==> src/rtl/jcs_io_pkg.sv <==
// Shared definitions for the push-button / switch input blocks.
//   btn_state_e          : auto-repeat FSM state encoding (2 bits)
//   DEF_DEBOUNCE_CYCLES  : default debounce window (10 ms at 100 MHz)
//   DEF_REPEAT_DELAY     : default hold time before the first repeat
//   DEF_REPEAT_RATE      : default period between repeats
package jcs_io_pkg;

   typedef enum logic [1:0] {
      ST_IDLE   = 2'd0,
      ST_DELAY  = 2'd1,
      ST_REPEAT = 2'd2
   } btn_state_e;

   localparam int DEF_DEBOUNCE_CYCLES = 1000000;
   localparam int DEF_REPEAT_DELAY    = 50000000;
   localparam int DEF_REPEAT_RATE     = 15000000;

endpackage

==> src/rtl/jsync2.sv <==
// Two-flop synchronizer for a single asynchronous level input.
//   CLK    : destination clock
//   RESETN : asynchronous active-low reset, clears both flops
//   d      : asynchronous input level
//   q      : synchronized level, two CLK edges behind d
module jsync2 (
   input  logic CLK,
   input  logic RESETN,
   input  logic d,
   output logic q
);

   logic meta_q;

   always_ff @(posedge CLK or negedge RESETN) begin
      if (!RESETN) begin
         meta_q <= 1'b0;
         q      <= 1'b0;
      end else begin
         meta_q <= d;
         q      <= meta_q;
      end
   end

endmodule

==> src/rtl/btn_repeat.sv <==
// Debounced push-button with press pulse and optional auto-repeat.
//   CLK    : sole clock, all state on the rising edge
//   RESETN : asynchronous active-low reset
//   BTN    : raw, bouncing, asynchronous button level
//   CLICK  : single-cycle pulse per accepted press and per repeat tick
//   HELD   : debounced button level
module btn_repeat
   import jcs_io_pkg::*;
#(
   parameter int DEBOUNCE_CYCLES = DEF_DEBOUNCE_CYCLES,
   parameter int REPEAT_DELAY    = DEF_REPEAT_DELAY,
   parameter int REPEAT_RATE     = DEF_REPEAT_RATE,
   parameter int REPEAT_EN       = 1
) (
   input  logic CLK,
   input  logic RESETN,
   input  logic BTN,
   output logic CLICK,
   output logic HELD
);

   if (DEBOUNCE_CYCLES < 1 || REPEAT_DELAY < 1 || REPEAT_RATE < 1) begin : g_bad_param
      $error("btn_repeat: DEBOUNCE_CYCLES, REPEAT_DELAY and REPEAT_RATE must be >= 1");
   end

   localparam int DW   = $clog2(DEBOUNCE_CYCLES) + 1;
   localparam int RMAX = (REPEAT_DELAY > REPEAT_RATE) ? REPEAT_DELAY : REPEAT_RATE;
   localparam int RW   = $clog2(RMAX) + 1;

   localparam logic [DW-1:0] DB_LIM   = DW'(DEBOUNCE_CYCLES);
   localparam logic [RW-1:0] DLY_LIM  = RW'(REPEAT_DELAY - 1);
   localparam logic [RW-1:0] RATE_LIM = RW'(REPEAT_RATE - 1);

   logic          btn_sync;
   logic [DW-1:0] dcnt_q, dcnt_d;
   logic          held_q, held_d;
   btn_state_e    state_q, state_d;
   logic [RW-1:0] rcnt_q, rcnt_d;
   logic          click_q, click_d;
   logic          lim_hit;

   jsync2 u_sync (
      .CLK    (CLK),
      .RESETN (RESETN),
      .d      (BTN),
      .q      (btn_sync)
   );

   // Debounce: count while the synchronized level disagrees with HELD;
   // once the count has reached the window, flip HELD and restart.
   always_comb begin
      dcnt_d = dcnt_q;
      held_d = held_q;
      if (btn_sync == held_q) begin
         dcnt_d = '0;
      end else if (dcnt_q == DB_LIM) begin
         held_d = ~held_q;
         dcnt_d = '0;
      end else if (~&dcnt_q) begin
         dcnt_d = dcnt_q + DW'(1);
      end
   end

   always_comb begin
      lim_hit = 1'b0;
      case (state_q)
         ST_DELAY:  lim_hit = (REPEAT_EN != 0) && (rcnt_q == DLY_LIM);
         ST_REPEAT: lim_hit = (rcnt_q == RATE_LIM);
         default:   lim_hit = 1'b0;
      endcase
   end

   always_ff @(posedge CLK or negedge RESETN) begin
      if (!RESETN) begin
         state_q <= ST_IDLE;
         rcnt_q  <= '0;
         click_q <= 1'b0;
         dcnt_q  <= '0;
         held_q  <= 1'b0;
      end else begin
         state_q <= state_d;
         rcnt_q  <= rcnt_d;
         click_q <= click_d;
         dcnt_q  <= dcnt_d;
         held_q  <= held_d;
      end
   end

   // A tick that lands right after a CLICK is held off one cycle (counter
   // parked at its limit) so CLICK is never high on consecutive cycles.
   always_comb begin
      state_d = state_q;
      rcnt_d  = rcnt_q;
      if (!held_q) begin
         state_d = ST_IDLE;
         rcnt_d  = '0;
      end else begin
         case (state_q)
            ST_IDLE: begin
               state_d = ST_DELAY;
               rcnt_d  = '0;
            end
            ST_DELAY: begin
               if (lim_hit) begin
                  if (!click_q) begin
                     state_d = ST_REPEAT;
                     rcnt_d  = '0;
                  end
               end else if (REPEAT_EN != 0 && ~&rcnt_q) begin
                  rcnt_d = rcnt_q + RW'(1);
               end
            end
            ST_REPEAT: begin
               if (lim_hit) begin
                  if (!click_q) rcnt_d = '0;
               end else if (~&rcnt_q) begin
                  rcnt_d = rcnt_q + RW'(1);
               end
            end
            default: begin
               state_d = ST_IDLE;
               rcnt_d  = '0;
            end
         endcase
      end
   end

   // held_d gates out a tick that would coincide with HELD falling.
   always_comb begin
      click_d = 1'b0;
      if (held_q && held_d && !click_q) begin
         case (state_q)
            ST_IDLE:   click_d = 1'b1;
            ST_DELAY,
            ST_REPEAT: click_d = lim_hit;
            default:   click_d = 1'b0;
         endcase
      end
   end

   assign CLICK = click_q;
   assign HELD  = held_q;

endmodule
==> config.mk <==
export PLATFORM = sky130hd
export DESIGN_NAME = btn_repeat
export DESIGN_NICKNAME = d
export VERILOG_FILES = /design/src/rtl/jcs_io_pkg.sv /design/src/rtl/jsync2.sv /design/src/rtl/btn_repeat.sv
export SDC_FILE = /design/constraint.sdc
export NUM_CORES = 1
export LEC_CHECK = 0
export ABC_AREA = 1
export ABC_CLOCK_PERIOD_IN_PS = 1900
export CORE_ASPECT_RATIO = 1.5
export CORE_UTILIZATION = 57
export CTS_CLUSTER_DIAMETER = 30
export DETAILED_ROUTE_END_ITERATION = 8
export PLACE_DENSITY = 0.78
export SLEW_MARGIN = 20
export SYNTH_ARGS = -nofsm -noshare
export SYNTH_HDL_FRONTEND = slang
export SYNTH_SLANG_ARGS = --single-unit
==> constraint.sdc <==
create_clock -name CLK -period 1.9 [get_ports CLK]
set_input_delay 0.57 -clock CLK [delete_from_list [all_inputs] [get_ports CLK]]
set_output_delay 0.57 -clock CLK [all_outputs]
set_load 0.02 [all_outputs]
## After elaboration in Yosys (flattened, before gate mapping)

Cells that the tools add are included.
Widths: inputs -> output; s select.

| storage, ports and cells | value |
|---|---|
| flip-flop bits (word level) | 54 |
| logic and storage cells | 48 |
| output and inout bits | 2 |

| cells by class | value |
|---|---|
| bitwise gates (word level) | 1 |
| eq/ne operators | 12 |
| muxes and demuxes | 17 |
| reduce and logical (&&, ||, !) cells | 9 |
| $add $sub $neg | 2 |

Operator list:

| kind | count |
|---|---|
| $mux 27 | 5 |
| $mux 21 | 3 |
| $add 27x1->27 const B | 1 |
| $eq 27x24->1 const B | 1 |
| $eq 27x26->1 const B | 1 |
| $reduce_and 27->1 | 1 |
| $add 21x1->21 const B | 1 |
| $eq 21x20->1 const B | 1 |
| $reduce_and 21->1 | 1 |
| $ne 3x3->1 const B | 3 |
| $ne 4x4->1 const B | 2 |
| $mux 2 | 3 |
| $pmux 2 s3 | 1 |
| $pmux 1 s2 | 2 |
| $mux 1 | 3 |
| $reduce_and 3->1 | 1 |
| $eq 2x1->1 const B | 1 |
| $eq 2x2->1 const B | 1 |
| $logic_and 1x1->1 | 2 |
| $logic_not 2->1 | 1 |
| $ne 2x2->1 const B | 1 |
| $reduce_and 2->1 | 1 |
| $reduce_or 2->1 | 1 |
| $eq 1x1->1 | 1 |
| 2 further kinds | 2 |

## Longest topological paths before layout

Gate-level depths: netlist of the first run.

| logic depth | value |
|---|---|
| word-level depth | 6 |
| gate-level depth with buffers | 14 |
| depth with buffers taken out | 13 |

## Cells and area by module

A second synthesis of the first run with hierarchy kept.

| second synthesis, totals | value |
|---|---|
| cell total of the unflattened synthesis | 533 |
| area, all modules | 3776.1 um^2 |

By module, submodules not included:

| module | cells each | instances | area each (um^2) |
|---|---|---|---|
| btn_repeat | 531 | 1 | 3726.1 |
| jsync2 | 2 | 1 | 50.0 |

## Worst setup path after synthesis of the first run

No wires, ideal clock.

| timing path | value |
|---|---|
| path kind | register to register |
| start | register state_q[0] |
| end | register rcnt_q[25] |
| arrival time | 1.707 ns |
| clock period less this slack | 1.827 ns |
| cell stages (with the launch flop) | 13 |
| setup slack | 0.073 ns |
| library setup time | 0.120 ns |
| path through | dfrtp_1 > inv_1 > ha_1 > buf_4 > inv_1 > nand2_1 > o21ai_0 > nand3_2 > nand3_2 > buf_4 > nor2_1 > nand2_1 > nand2_1 |

| on the way | value |
|---|---|
| cells in the longest elaborated chain, start to end | 5 |
| elaborated cells on any way between the ends | 10 |
| classes of those cells | 4 x eq/ne; 4 x mux; 2 x reduce/logical |

Ends and longest elaborated chain:

| element | line | RTL |
|---|---|---|
| start, declared | btn_repeat.sv:37 | `btn_state_e state_q, state_d;` |
| start signal, assigned | btn_repeat.sv:81 | `state_q <= state_d;` |
| $eq 2x2->1 / $eq 2x1->1 (equally long branches) | btn_repeat.sv:66, btn_repeat.sv:98 |  |
| $pmux 1 s2 | btn_repeat.sv:66 | `case (state_q)` |
| $mux 27 | btn_repeat.sv:114 | `if (lim_hit) begin` |
| $mux 27 | n/a |  |
| $mux 27 | btn_repeat.sv:94 | `if (!held_q) begin` |
| end signal, assigned | btn_repeat.sv:82 | `rcnt_q <= rcnt_d;` |
| end, declared | btn_repeat.sv:38 | `logic [RW-1:0] rcnt_q, rcnt_d;` |

Parallel ways exist; a longest one is shown, timed or not.
A chain may end at the register's enable or synchronous reset.

## Worst setup path after layout of the first run

Same ends and word-level chain as after synthesis.

==> results of run 1 <==
-- final timing paths --
path                       cells past startpoint  slack, ns    endpoint
min in group CLK                               0       0.36    u_sync.q
min reg2reg                                    0       0.36    u_sync.q
max                                           11      -0.11  rcnt_q[25]
min                                            1       0.17   rcnt_q[5]
max reg2reg                                   11      -0.11  rcnt_q[25]
max in group asynchronous                      2       1.12   dcnt_q[9]
-- placed cells by master, fill, tap and decap left out, types with 10 or more instances in the layout --
master,instances
nand3_1,39
a21oi_1,13
xor2_1,18
nor3_1,25
o21ai_0,21
nor2_2,12
buf_4,54
nor2_1,65
nand2_2,10
dfrtp_1,53
nand4_1,32
inv_1,61
nand2_1,105
-- power by group through the flow --
stage | Combinational [mW] | Clock (mW) | Sequential (mW)
4_1_cts | 0.0790 | 0.753 | 1.16
2_1_floorplan | 0.0259 | 0 | 1.18
6_report | 0.0787 | 0.744 | 1.16
3_3_place_gp | 0.0773 | 0 | 1.18
5_1_grt | 0.0879 | 0.790 | 1.16
3_5_place_dp | 0.0786 | 0 | 1.18
-- layout make-up --
type                            count  area, sq um
Multi-Input combinational cell    396         2210
Clock inverter                      1         8.76
Timing Repair Buffer               61          480
Tap cell                           76         95.1
Clock buffer                        7         96.3
Timing Repair inverter              1         7.51
Sequential cell                    54         1350
Inverter                           70          268
Fill cell                         564         1920
-- cells by family (layout without fill, tap and decap cells) --
kind of cell / count (synthesis) / count (layout) / synth area share (%)
compound gates: 48 / 48 / 6.96
xor+xnor: 24 / 24 / 5.77
fa+ha+maj: 8 / 8 / 2.65
buf+inv: 83 / 140 / 9.05
flops: 54 / 54 / 35.8
simple gates: 316 / 316 / 39.8
-- layer usage --
| layer | up-vias | track usage, % | part of all wire [%] |
|---|---|---|---|
| met1 | 1835 | 36.3 | 35 |
| met2 | 172 | 65.0 | 53 |
| met3 | 73 | 8.11 | 4.3 |
| li1 | 1861 | - | - |
| met5 | - | 0 | 0 |
| met4 | 0 | 28.8 | 7.9 |
-- sequential cells by signal, summed over array words and instances, names as in the netlist --
signal and cells:
HELD 1, u_sync.meta_q 1, CLICK 1, state_q 2, dcnt_q 21, u_sync.q 1
rcnt_q 27
-- through the flow --
stage | TNS (ns) | cells | power, mW | instance area [sq um] | worst slack (ns)
after floorplan | 0 | 533 | 1.21 | 3780 | 0.0725
after global placement | -2.11 | 652 | 1.26 | 4230 | -0.133
after detailed placement | -3.47 | 652 | 1.26 | 4230 | -0.200
after CTS | -0.599 | 665 | 1.99 | 4470 | -0.0762
after global routing | -4.61 | 666 | 2.04 | 4520 | -0.222
final | -1.14 | 666 | 1.98 | 4520 | -0.108
-- worst max-delay path, cell delays in order (launching register included) --
cell and delay [ns]:
dfrtp_1 0.38, inv_2 0.06, buf_4 0.14, ha_4 0.28
buf_6 0.15, nand3_1 0.13, nor3_2 0.25, nand3_4 0.12
nand2_8 0.12, clkinvlp_4 0.14, nand2_1 0.09, nand2_1 0.05
-- timing repair --
item,in CTS,in global routing
setup endpoints to repair,30,28
pin swaps,10,8
hold buffers,0,0
gates resized for setup,24,18
gates cloned,1,0
endpoints found under the hold margin,0,0
buffers inserted,4,1
==> metrics, run 1 <==
outcome complete, but fails checks; failing checks setup timing; DRT Pass-1 Iters 6; Final Hold Fails 0; RR Startpoint state_q[0]; P&R area growth vs syn 19.7%; Logic pwr share around 4.0%; Ys Warns 0; share of layout cells above drive strength 1 21.4%; 1st-iter DRT viols 210; worst vdd ir slightly above 500 uV; skew final just over 0.006 ns; ys flop type dfrtp_1; sequential share of power around three fifths; WL/cell about 18 microns; RSZ-0062 raised after global routing yes; top cells by count, synth 111 x nand2_1, 71 x nor2_1, 63 x inv_1, 54 x dfrtp_1, 41 x nand3_1; grt ovf 0; fin crit share 106%; syn avg cell area roughly 7.1 sq um; Residual DRC 0; Hold Crit Class input pin to asynchronous set/reset pin; clk sinks 54; GP Congestion approximately 1; first-pass GRT wire length about 19000 microns; Final nets 600; WP data required roughly 2.1 ns; Synth Register Bits 54; Clock H-tree levels 2; Cell Int Power 1.52 mW; row count 36; All-Layer GR Usage roughly 37%; core area roughly 6400 sq um; setup ws final -0.108 ns; Synth area leaders dfrtp_1 36%, nand2_1 11%, nor2_1 7.1%, inv_1 6.3%, nand3_1 5.4%; Max Fclk between 400 and 500 MHz; critical path startpoint category flip-flop; I/O Pins 5; most common cell in the synthesized netlist nand2_1; CP Class flip-flop to flip-flop; ant diodes 0; Sw Ratio 23.6%; CP Max Fanout 10; Slew @ Worst Pin between 0.4 and 0.5 ns; CTS clock-pin slew for the worst setup and hold paths approximately 0.1 ns; final setup fails 23; Max-cap violations 0; Final min period around 2 ns; Final HPWL DP between 9000 and 10000 microns; area leader, netlist dfrtp_1; ys async rst share 100%; vias per cell 5.92; final core occ 70.2%; largest net degree at the start of global routing 22; top-area cell type share of the netlist area 35.8%; fin. max-slew vios 0; PD cells 439 nW/um^2; port buffer count 4; DIE AREA between 6000 and 7000 sq um; routed via count just under 4000; CTS buffer count 5; initial antenna violation count 0; hold slack final approximately 0.17 ns; Seq/Total Area, Yosys 35.8%; CTS tree done; vias in the first global route 3877; Die Y-Extent just over 100 microns; DRT antenna net count 0; DRT Wirelength roughly 12000 microns; crit path DAT 2.22 ns; Initial Util just under 60%; Max clock buf depth 2; CTS Root Cell clkbuf_8; Clock Power Share approximately 38%; Die W ~68 microns; clk_lat worst skew 0.32 ns; Critical Path Source state_q[0]; Synth Instances roughly 530; relative slew slack between 60% and 70%; Synthesized Nets between 500 and 600; Leakage Power roughly 2.1 nW; Synth Cell Area ~3800 sq um; NetSw roughly 0.47 mW; CP endpoint kind flip-flop; Post-synth EDFFs 0; Netlist cell types 37
(Power assumes the default switching activity.)
==> inputs of run 2 (changes only) <==
--- a/config.mk
+++ b/config.mk
@@ -8,6 +8,7 @@
 export ABC_AREA = 1
 export ABC_CLOCK_PERIOD_IN_PS = 1900
 export CORE_ASPECT_RATIO = 1.5
+export CORE_MARGIN = 2
 export CORE_UTILIZATION = 57
 export CTS_CLUSTER_DIAMETER = 30
 export DETAILED_ROUTE_END_ITERATION = 8
==> run 2 against run 1 <==
Effect of this change: the flow still finishes with violations (setup timing); design area increased by 2.3%; fmax decreased by 2.8%; cell count increased by 0.30%; sequential power about the same; worst hold slack improved by 0.052 ns; clock power decreased by 8.3%; total power decreased by 2.6%; largest cell class unchanged.
==> metrics, run 2 (synthesis results as in run 1) <==
CTS Root Cell clkbuf_8; Sw Ratio 23.2% (-0.31 points); fin. max-slew vios 0 (unchanged); vias per cell 5.96 (+0.64%); Initial Util 58.6% (unchanged); CP Class flip-flop to flip-flop; WL/cell 17.8 microns (-0.21%); non-filler cells, final 668 (+0.30%); core area 6440 sq um (unchanged); routed via count 3978 (+0.94%); WP data required 2.11 ns (about the same); final core occ 71.8% (+1.6 points); DRT antenna net count 0 (unchanged); P&R area growth vs syn 22.5%; GP Congestion 1.01 (+3.0%); RR Endpoint rcnt_q[19]; RR Startpoint state_q[1]; setup ws final -0.166 ns (-0.0585 ns); setup slack, reg-to-reg -0.17 ns (-0.06 ns); clk sinks 54 (unchanged); final setup fails 28 (+22%); outcome complete, but fails checks; Final nets 602 (+0.33%); NetSw 0.449 mW (-3.9%); CP Max Fanout 8 (-2); most frequent cells in the layout 102 x nand2_1, 62 x nor2_1, 57 x inv_1; failing checks setup timing; initial antenna violation count 0 (unchanged); FILL cells 536 (-5.0%); skew final 0.00790 ns (+0.00169 ns); largest net degree at the start of global routing 55 (+150%); Cell Int Power 1.48 mW (-2.2%); CTS buffer count 5 (unchanged); Clock Power Share 35.3% (-2.2 points); Final HPWL DP 8600 microns (-6.4%); Logic pwr share 4.5% (+0.5 points); grt ovf 0 (unchanged); CP endpoint kind flip-flop; Hold Crit Class input pin to asynchronous set/reset pin; relative slew slack 65.4% (-4.2 points); Register Area 1360 sq um (+0.46%); Leakage Power 2.16 nW (+2.8%); Top Registers rcnt_q (27), dcnt_q (21), state_q (2); most common cell after layout, fill and taps aside nand2_1; row count 36 (unchanged); I/O Pins 5 (unchanged); footprint of the multi-input gates 2300 sq um (+3.9%); 1st-iter DRT viols 374 (+78%); vias in the first global route 4005 (+3.3%); Max clock buf depth 2 (unchanged); worst vdd ir 390 uV (-23%); CTS clock-pin slew for the worst setup and hold paths 0.10 ns (about the same); crit path DAT 2.28 ns (+0.06 ns); Die W 70.5 microns (+2.9%); share of layout cells above drive strength 1 24.8% (+3.5 points); Slew @ Worst Pin 0.513 ns (+0.0608 ns); CP Capture Point rcnt_q[19]; DP Cell Count 641 (-1.7%); Critical Path Source state_q[1]; first-pass GRT wire length 18900 microns (+1.8%); ant diodes 0 (unchanged); worst-case reg-to-reg path depth 9 (-2); max FFs per register 27 (unchanged); port buffer count 4 (unchanged); Max-cap violations 0 (unchanged); Residual DRC 0 (unchanged); DRT Wirelength 11900 microns (about the same); All-Layer GR Usage 33.2% (-3.9 points); Final Hold Fails 0 (unchanged); DIE AREA 7310 sq um (+4.9%); DRT Pass-1 Iters 6 (unchanged); CTS tree done; PD cells 418 nW/um^2 (-4.8%); clk_lat worst skew 0.32 ns (about the same); fin crit share 109% (+3.1 points); Final min period 2.07 ns (+0.0585 ns); sequential share of power 60.2% (+1.6 points); Most flops, register rcnt_q; Clock H-tree levels 2 (unchanged); Max Fclk 484 MHz (-2.8%); critical path startpoint category flip-flop; RSZ-0062 raised after global routing yes; Die Y-Extent 104 microns (+2.0%)
## run 2: changes by cell type in the layout (fill, tap and decap cells not counted), sizes merged
cell           before  now
buf                58   60
clkdlybuf4s50       1    2
clkinvlp            1    2
dlygate4sd2         2    1
inv                70   69
## run 2: worst min path at each step
| stage | startpoint | end | cells past startpoint |
|---|---|---|---|
| final | RESETN | rcnt_q[22] | 2 |
| after global routing | RESETN | rcnt_q[22] | 2 |
| after global placement | u_sync.meta_q | u_sync.q | 0 |
| after detailed placement | u_sync.meta_q | u_sync.q | 0 |
| after CTS | RESETN | rcnt_q[22] | 2 |
| after floorplan | RESETN | CLICK | 0 |
## run 2: timing repair
action,CTS,global route
pin swaps,15,19
gates resized for setup,32,41
cloned,1,0
hold buffers,0,0
buffers inserted,9,9
endpoints found under the setup margin,25,43
## run 2: metal layers
layer / global-route usage (%) / vias up / share of wire, %
li1: - / 1852 / -
met1: 32.2 / 1864 / 33
met2: 61.1 / 179 / 54
met3: 4.96 / 83 / 4.3
met4: 24.6 / 0 / 8.0
met5: 0 / - / 0
## run 2: cell type report
type	count	area share (%)
inverters	70	5.92
well taps	76	2.06
flip-flops and latches	54	29.4
clock inverters	1	0.108
repair buffers	63	10.8
clock buffers	7	1.87
repair inverters	1	0.162
multi-input cells	396	49.7
## run 2: power groups by stage
stage	combinational, mW	clock, mW	sequential [mW]
after CTS	0.0768	0.705	1.16
after global placement	0.0745	0	1.18
final	0.0870	0.682	1.16
after detailed placement	0.0766	0	1.19
after global routing	0.0965	0.740	1.16
after floorplan	0.0259	0	1.18
## run 2: metrics by stage
| step | power, mW | worst slack [ns] | hold slack (ns) | setup TNS (ns) | area [sq um] |
|---|---|---|---|---|---|
| floorplan | 1.21 | 0.0725 | 0.274 | 0 | 3780 |
| finish | 1.93 | -0.166 | 0.227 | -2.65 | 4630 |
| CTS | 1.94 | -0.0231 | 0.232 | -0.0892 | 4440 |
| global placement | 1.26 | -0.0630 | 0.332 | -0.486 | 4150 |
| detailed placement | 1.26 | -0.127 | 0.374 | -1.18 | 4150 |
| global route | 2.00 | -0.292 | 0.244 | -6.23 | 4630 |
## run 2: critical path: stages, from the launching register on
cell        delay, ns
dfrtp_1          0.44
ha_4             0.21
clkinvlp_4       0.13
nand2_1          0.07
o21ai_0          0.44
nand3_4          0.19
nand4_1          0.23
inv_2            0.11
nand2_1          0.08
nand2_1          0.05
==> RTL edit 1: new RTL, config.mk and constraints of run 1 <==
`DEF_REPEAT_RATE`: 15000000 -> 30000000.
--- a/src/rtl/jcs_io_pkg.sv
+++ b/src/rtl/jcs_io_pkg.sv
@@ -13,7 +13,7 @@
 
    localparam int DEF_DEBOUNCE_CYCLES = 1000000;
    localparam int DEF_REPEAT_DELAY    = 50000000;
-   localparam int DEF_REPEAT_RATE     = 15000000;
+   localparam int DEF_REPEAT_RATE     = 30000000;
 
 endpackage
 
Behaviour: no difference found for any inputs over 10 cycles, from zero or initial values and one cycle with RESETN low; that may be too few to reach the edited logic, so the function may still have changed.
==> RTL edit 1 against run 1 <==
Design area grew 5.0%. Count of clock-buffer cells in the layout shrank 2. Sequential cell count is the same. Worst setup slack gained 0.11 ns. Area after synthesis is essentially flat. Clock skew grew 0.0093 ns. Total power grew 4.7%. Wire length grew 3.5%.
==> RTL edit 1: results (changes against run 1) <==
[placed_design]
gpl.final_weighted_congestion = 0.998  ; +1.8%
place_area_um2 = 4340  ; +2.6%
dp_worst_setup_slack_ns = -0.144  ; +0.0557 ns
place.detailed.hpwl_um = 9360  ; +1.9%

[timing]
fin_crit_ns = 1.90  ; -0.109 ns
worst_clock_skew_ns = 0.0155  ; +0.00927 ns
worst_hold_slack_ns = 0.179  ; +0.00423 ns
pin_slew_with_the_least_headroom_to_its_limit_ns = 0.539  ; +0.0862 ns

[yosys]
synth_cell_types = 40  ; +8.1%
synth.top_cells.by_count = 117 x sky130_fd_sc_hd__nand2_1, 69 x sky130_fd_sc_hd__inv_1, 65 x sky130_fd_sc_hd__nor2_1, 54 x sky130_fd_sc_hd__dfrtp_1, 43 x sky130_fd_sc_hd__nand3_1
synth-seq-area-share = 0.358  ; about the same
mappedNetlistNets = 541  ; -0.55%

[clock_tree]
clkTransAtPathRegs_ns = 0.12  ; +0.02 ns
post-cts-setup-buffers = 4  ; unchanged
cts.repair.resized = 15  ; -38%

[critical_path]
reg2reg_depth = 10  ; -1
arrival_ns = 2.12  ; -0.10 ns
crit_fanout = 5  ; -5
setup.reg_to_reg.worst_slack_ns = 0.002  ; +0.11 ns

[grt]
grt_start_max_net_pins = 22  ; unchanged
grt_pass1_wl_um = 19400  ; +4.9%

[routing]
drt-pass1-iter-count = 8  ; +2
route.vias.total = 4003  ; +1.6%
drt-total-wl_um = 12300  ; +3.5%
viasPerCell = 5.90  ; -0.37%
drtIter0Drc = 408  ; +94%

[power_and_ir_drop]
worst_ir_drop_vdd_uv = 505  ; -0.58%

[outcome]
run_status = finished, final reports clean

-- RTL edit 1: changes by cell type after synthesis, moves of 3 or more --
cell                      change
sky130_fd_sc_hd__xor2_1       +3
sky130_fd_sc_hd__nor2_1       -6
sky130_fd_sc_hd__nor3_2       +3
sky130_fd_sc_hd__inv_2        -4
sky130_fd_sc_hd__o21ai_0      -9
sky130_fd_sc_hd__nand2_1      +6
sky130_fd_sc_hd__buf_2        -4
sky130_fd_sc_hd__inv_1        +6
sky130_fd_sc_hd__a21oi_1      -5
sky130_fd_sc_hd__nand4_1      +4
-- RTL edit 1: power breakdown --
| group | total, uW | switching (uW) | internal [uW] |
|---|---|---|---|
| Combinational | 81.3 | 51.7 | 29.6 |
| Clock | 833 | 430 | 403 |
| Sequential | 1160 | 7.82 | 1160 |
| Total | 2080 | 490 | 1590 |
-- RTL edit 1: critical path, cell delays in order (launching register included) --
cell and delay [ns]:
sky130_fd_sc_hd__dfrtp_2 0.42, sky130_fd_sc_hd__inv_2 0.07, sky130_fd_sc_hd__ha_4 0.27, sky130_fd_sc_hd__buf_6 0.10, sky130_fd_sc_hd__nand4_1 0.10, sky130_fd_sc_hd__nor3_2 0.27
sky130_fd_sc_hd__nand3_4 0.16, sky130_fd_sc_hd__nand3_4 0.14, sky130_fd_sc_hd__nand2_8 0.12, sky130_fd_sc_hd__inv_8 0.10, sky130_fd_sc_hd__o21ai_0 0.07
-- RTL edit 1: routing by layer --
metal / GRT usage / part of all wire / vias to the layer above
met3: 0.0642 / 0.042 / 64
met5: 0 / 0 / -
met2: 0.659 / 0.54 / 177
met4: 0.314 / 0.073 / 0
met1: 0.401 / 0.35 / 1874
li1: - / - / 1888
-- RTL edit 1: path summary, 6_finish.rpt --
check                              start    endpoint
setup / recovery              state_q[1]  rcnt_q[22]
hold / removal                    RESETN  rcnt_q[22]
setup reg to reg              state_q[1]  rcnt_q[22]
hold reg to reg            u_sync.meta_q    u_sync.q
max in group asynchronous         RESETN   dcnt_q[9]
min in group CLK           u_sync.meta_q    u_sync.q
-- RTL edit 1: cell families after synthesis --
| logic type | count (synthesis) | synth area share |
|---|---|---|
| AOI/OAI and AO/OA | 36 | 0.0541 |
| xor gates and xnor gates | 24 | 0.0557 |
| adders and majority gates | 8 | 0.0265 |
| buffers and inverters | 80 | 0.0846 |
| DFF | 54 | 0.358 |
| muxes | 1 | 0.00298 |
| and+or+nand+nor | 327 | 0.418 |
-- RTL edit 1: area by class of cell --
cell class / instances / area, um2
Sequential cell: 54 / 1360
Clock buffer: 5 / 68.8
Inverter: 72 / 278
Timing Repair Buffer: 74 / 596
Fill cell: 494 / 1520
Tap cell: 74 / 92.6
Clock inverter: 3 / 48.8
Multi-Input combinational cell: 396 / 2290
Timing Repair inverter: 1 / 11.3
==> RTL edit 2: new RTL, config.mk and constraints of run 1 <==
Without the edit above. Register the input `BTN` before use, without a reset. The logic sees it one clock later.
--- a/src/rtl/btn_repeat.sv
+++ b/src/rtl/btn_repeat.sv
@@ -18,6 +18,12 @@
    output logic CLICK,
    output logic HELD
 );
+
+   logic BTN_q;
+
+   always_ff @(posedge CLK) begin
+      BTN_q <= BTN;
+   end
 
    if (DEBOUNCE_CYCLES < 1 || REPEAT_DELAY < 1 || REPEAT_RATE < 1) begin : g_bad_param
       $error("btn_repeat: DEBOUNCE_CYCLES, REPEAT_DELAY and REPEAT_RATE must be >= 1");
@@ -42,7 +48,7 @@
    jsync2 u_sync (
       .CLK    (CLK),
       .RESETN (RESETN),
-      .d      (BTN),
+      .d      (BTN_q),
       .q      (btn_sync)
    );
 
Behaviour: no difference found for any inputs over 10 cycles, from zero or initial values and one cycle with RESETN low; that may be too few to reach the edited logic, so the function may still have changed.
==> RTL edit 2 against run 1 <==
The run still ends with setup timing left. Worst setup slack worse by 0.013 ns. Sequential cell count up 1. Design area is 3.9% higher. Combinational power down 12%. Total power is 0.87% lower. Wire length grew 6.8%. Area after synthesis is 4.1% higher. Critical path type unchanged. Critical endpoint is now rcnt_q[6]. Largest cell class unchanged.
==> RTL edit 2: results (changes against run 1) <==
[timing]
pin_slew_with_the_least_headroom_to_its_limit_ns = 0.603  ; +0.150 ns
setup_violations = 22  ; -4.3%
worst_clock_skew_ns = 0.0139  ; +0.00766 ns
worst_hold_slack_ns = 0.104  ; -0.0712 ns
postLayoutSetupSlackWorst_ns = -0.120  ; -0.0125 ns

[yosys]
synth_cell_types = 45  ; +22%
synth-xor-area-share = 0.0379  ; -0.0198
synth.top_cells.by_count = 156 x sky130_fd_sc_hd__nand2_1, 66 x sky130_fd_sc_hd__inv_1, 62 x sky130_fd_sc_hd__nor2_1, 54 x sky130_fd_sc_hd__dfrtp_1, 54 x sky130_fd_sc_hd__nand3_1
mappedNetlistNets = 566  ; +4.0%
synth_area_in_adders = 0.0255  ; -0.00105
async_reset_ff_frac = 0.982  ; -0.0182
synth-seq-area-share = 0.349  ; -0.00903
post_synthesis_sequential_element_count = 55  ; +1.9%
synth.area.top_cells = sky130_fd_sc_hd__dfrtp_1 34%, sky130_fd_sc_hd__nand2_1 15%, sky130_fd_sc_hd__nand3_1 6.9%
synthesized_area_fraction_occupied_by_ao_oa_aoi_and_oai_cells = 0.0586  ; -0.0110

[clock_tree]
cts.repair.resized = 28  ; +17%
post-cts-setup-buffers = 3  ; -1
clkTransAtPathRegs_ns = 0.11

[cells_and_area]
final_cell_count_no_fill = 688  ; +3.3%
ff_latch_area_um2 = 1370  ; +1.6%
multi_input_area_share = 0.506  ; +0.0163
signal_buffer_area_fraction = 0.104  ; -0.00266
clkCellAreaFrac = 0.0202  ; -0.00300
layout.comb_gates.multi_input = 417  ; +5.3%
inverters = 71  ; unchanged
fillerInstances = 563  ; -0.18%

[power_and_ir_drop]
static-leakage-power_uw = 0.00239  ; +14%
worst_ir_drop_vdd_uv = 508  ; about the same

[grt]
met1_usage = 0.347  ; -0.0158
grt_pass1_wl_um = 20300  ; +9.5%
grt_util_all_layers = 0.364  ; -0.00789
grt_start_max_net_pins = 45  ; +100%
groute.layer.met2.usage = 0.674  ; +0.0237
first_global_vias = 4120  ; +6.3%

[critical_path]
arrival_ns = 2.29  ; +0.07 ns
worst_r2r_endpoint = rcnt_q[6]
crit_fanout = 6  ; -4
reg2reg_depth = 13  ; +2
max_stage_delay_ns = 0.41  ; +0.03 ns

[outcome]
failed_checks = setup timing
run_status = complete, but fails checks

[routing]
met1Wirelength_um = 4240  ; +2.3%
routed_length_on_met2_um = 6880  ; +9.9%
viasPerCell = 5.93  ; +0.22%
met3RoutedLength_um = 585  ; +14%
drt-total-wl_um = 12700  ; +6.8%

[placed_design]
dp_cells = 674  ; +3.4%
gpl.final_weighted_congestion = 0.956  ; -2.5%

-- RTL edit 2: power breakdown --
part / leakage (uW) / switching, uW / internal [uW]
clock network: 0.0000489 / 410 / 303
registers: 0.000753 / 7.39 / 1180
logic: 0.00159 / 48.4 / 20.9
-- RTL edit 2: through the flow --
| step | setup WS [ns] | TNS, ns | total power [uW] | utilization | area [um2] |
|---|---|---|---|---|---|
| 3_5_place_dp | -0.312 | -3.59 | 1280 | 0.665 | 4380 |
| 3_3_place_gp | -0.232 | -1.89 | 1270 | 0.665 | 4380 |
| 4_1_cts | -0.0370 | -0.257 | 1970 | 0.701 | 4610 |
| 2_1_floorplan | 0.00226 | 0 | 1230 | - | 3940 |
| 5_1_grt | -0.227 | -4.90 | 2030 | 0.714 | 4700 |
| 6_report | -0.120 | -1.36 | 1970 | 0.714 | 4700 |
-- RTL edit 2: critical path, delay by kind of cell, from the launching register on --
kind / cells / cell delay (ns)
simple gates: 10 / 1.09
flops: 1 / 0.41
buf+inv: 2 / 0.26
fa+ha+maj: 1 / 0.20
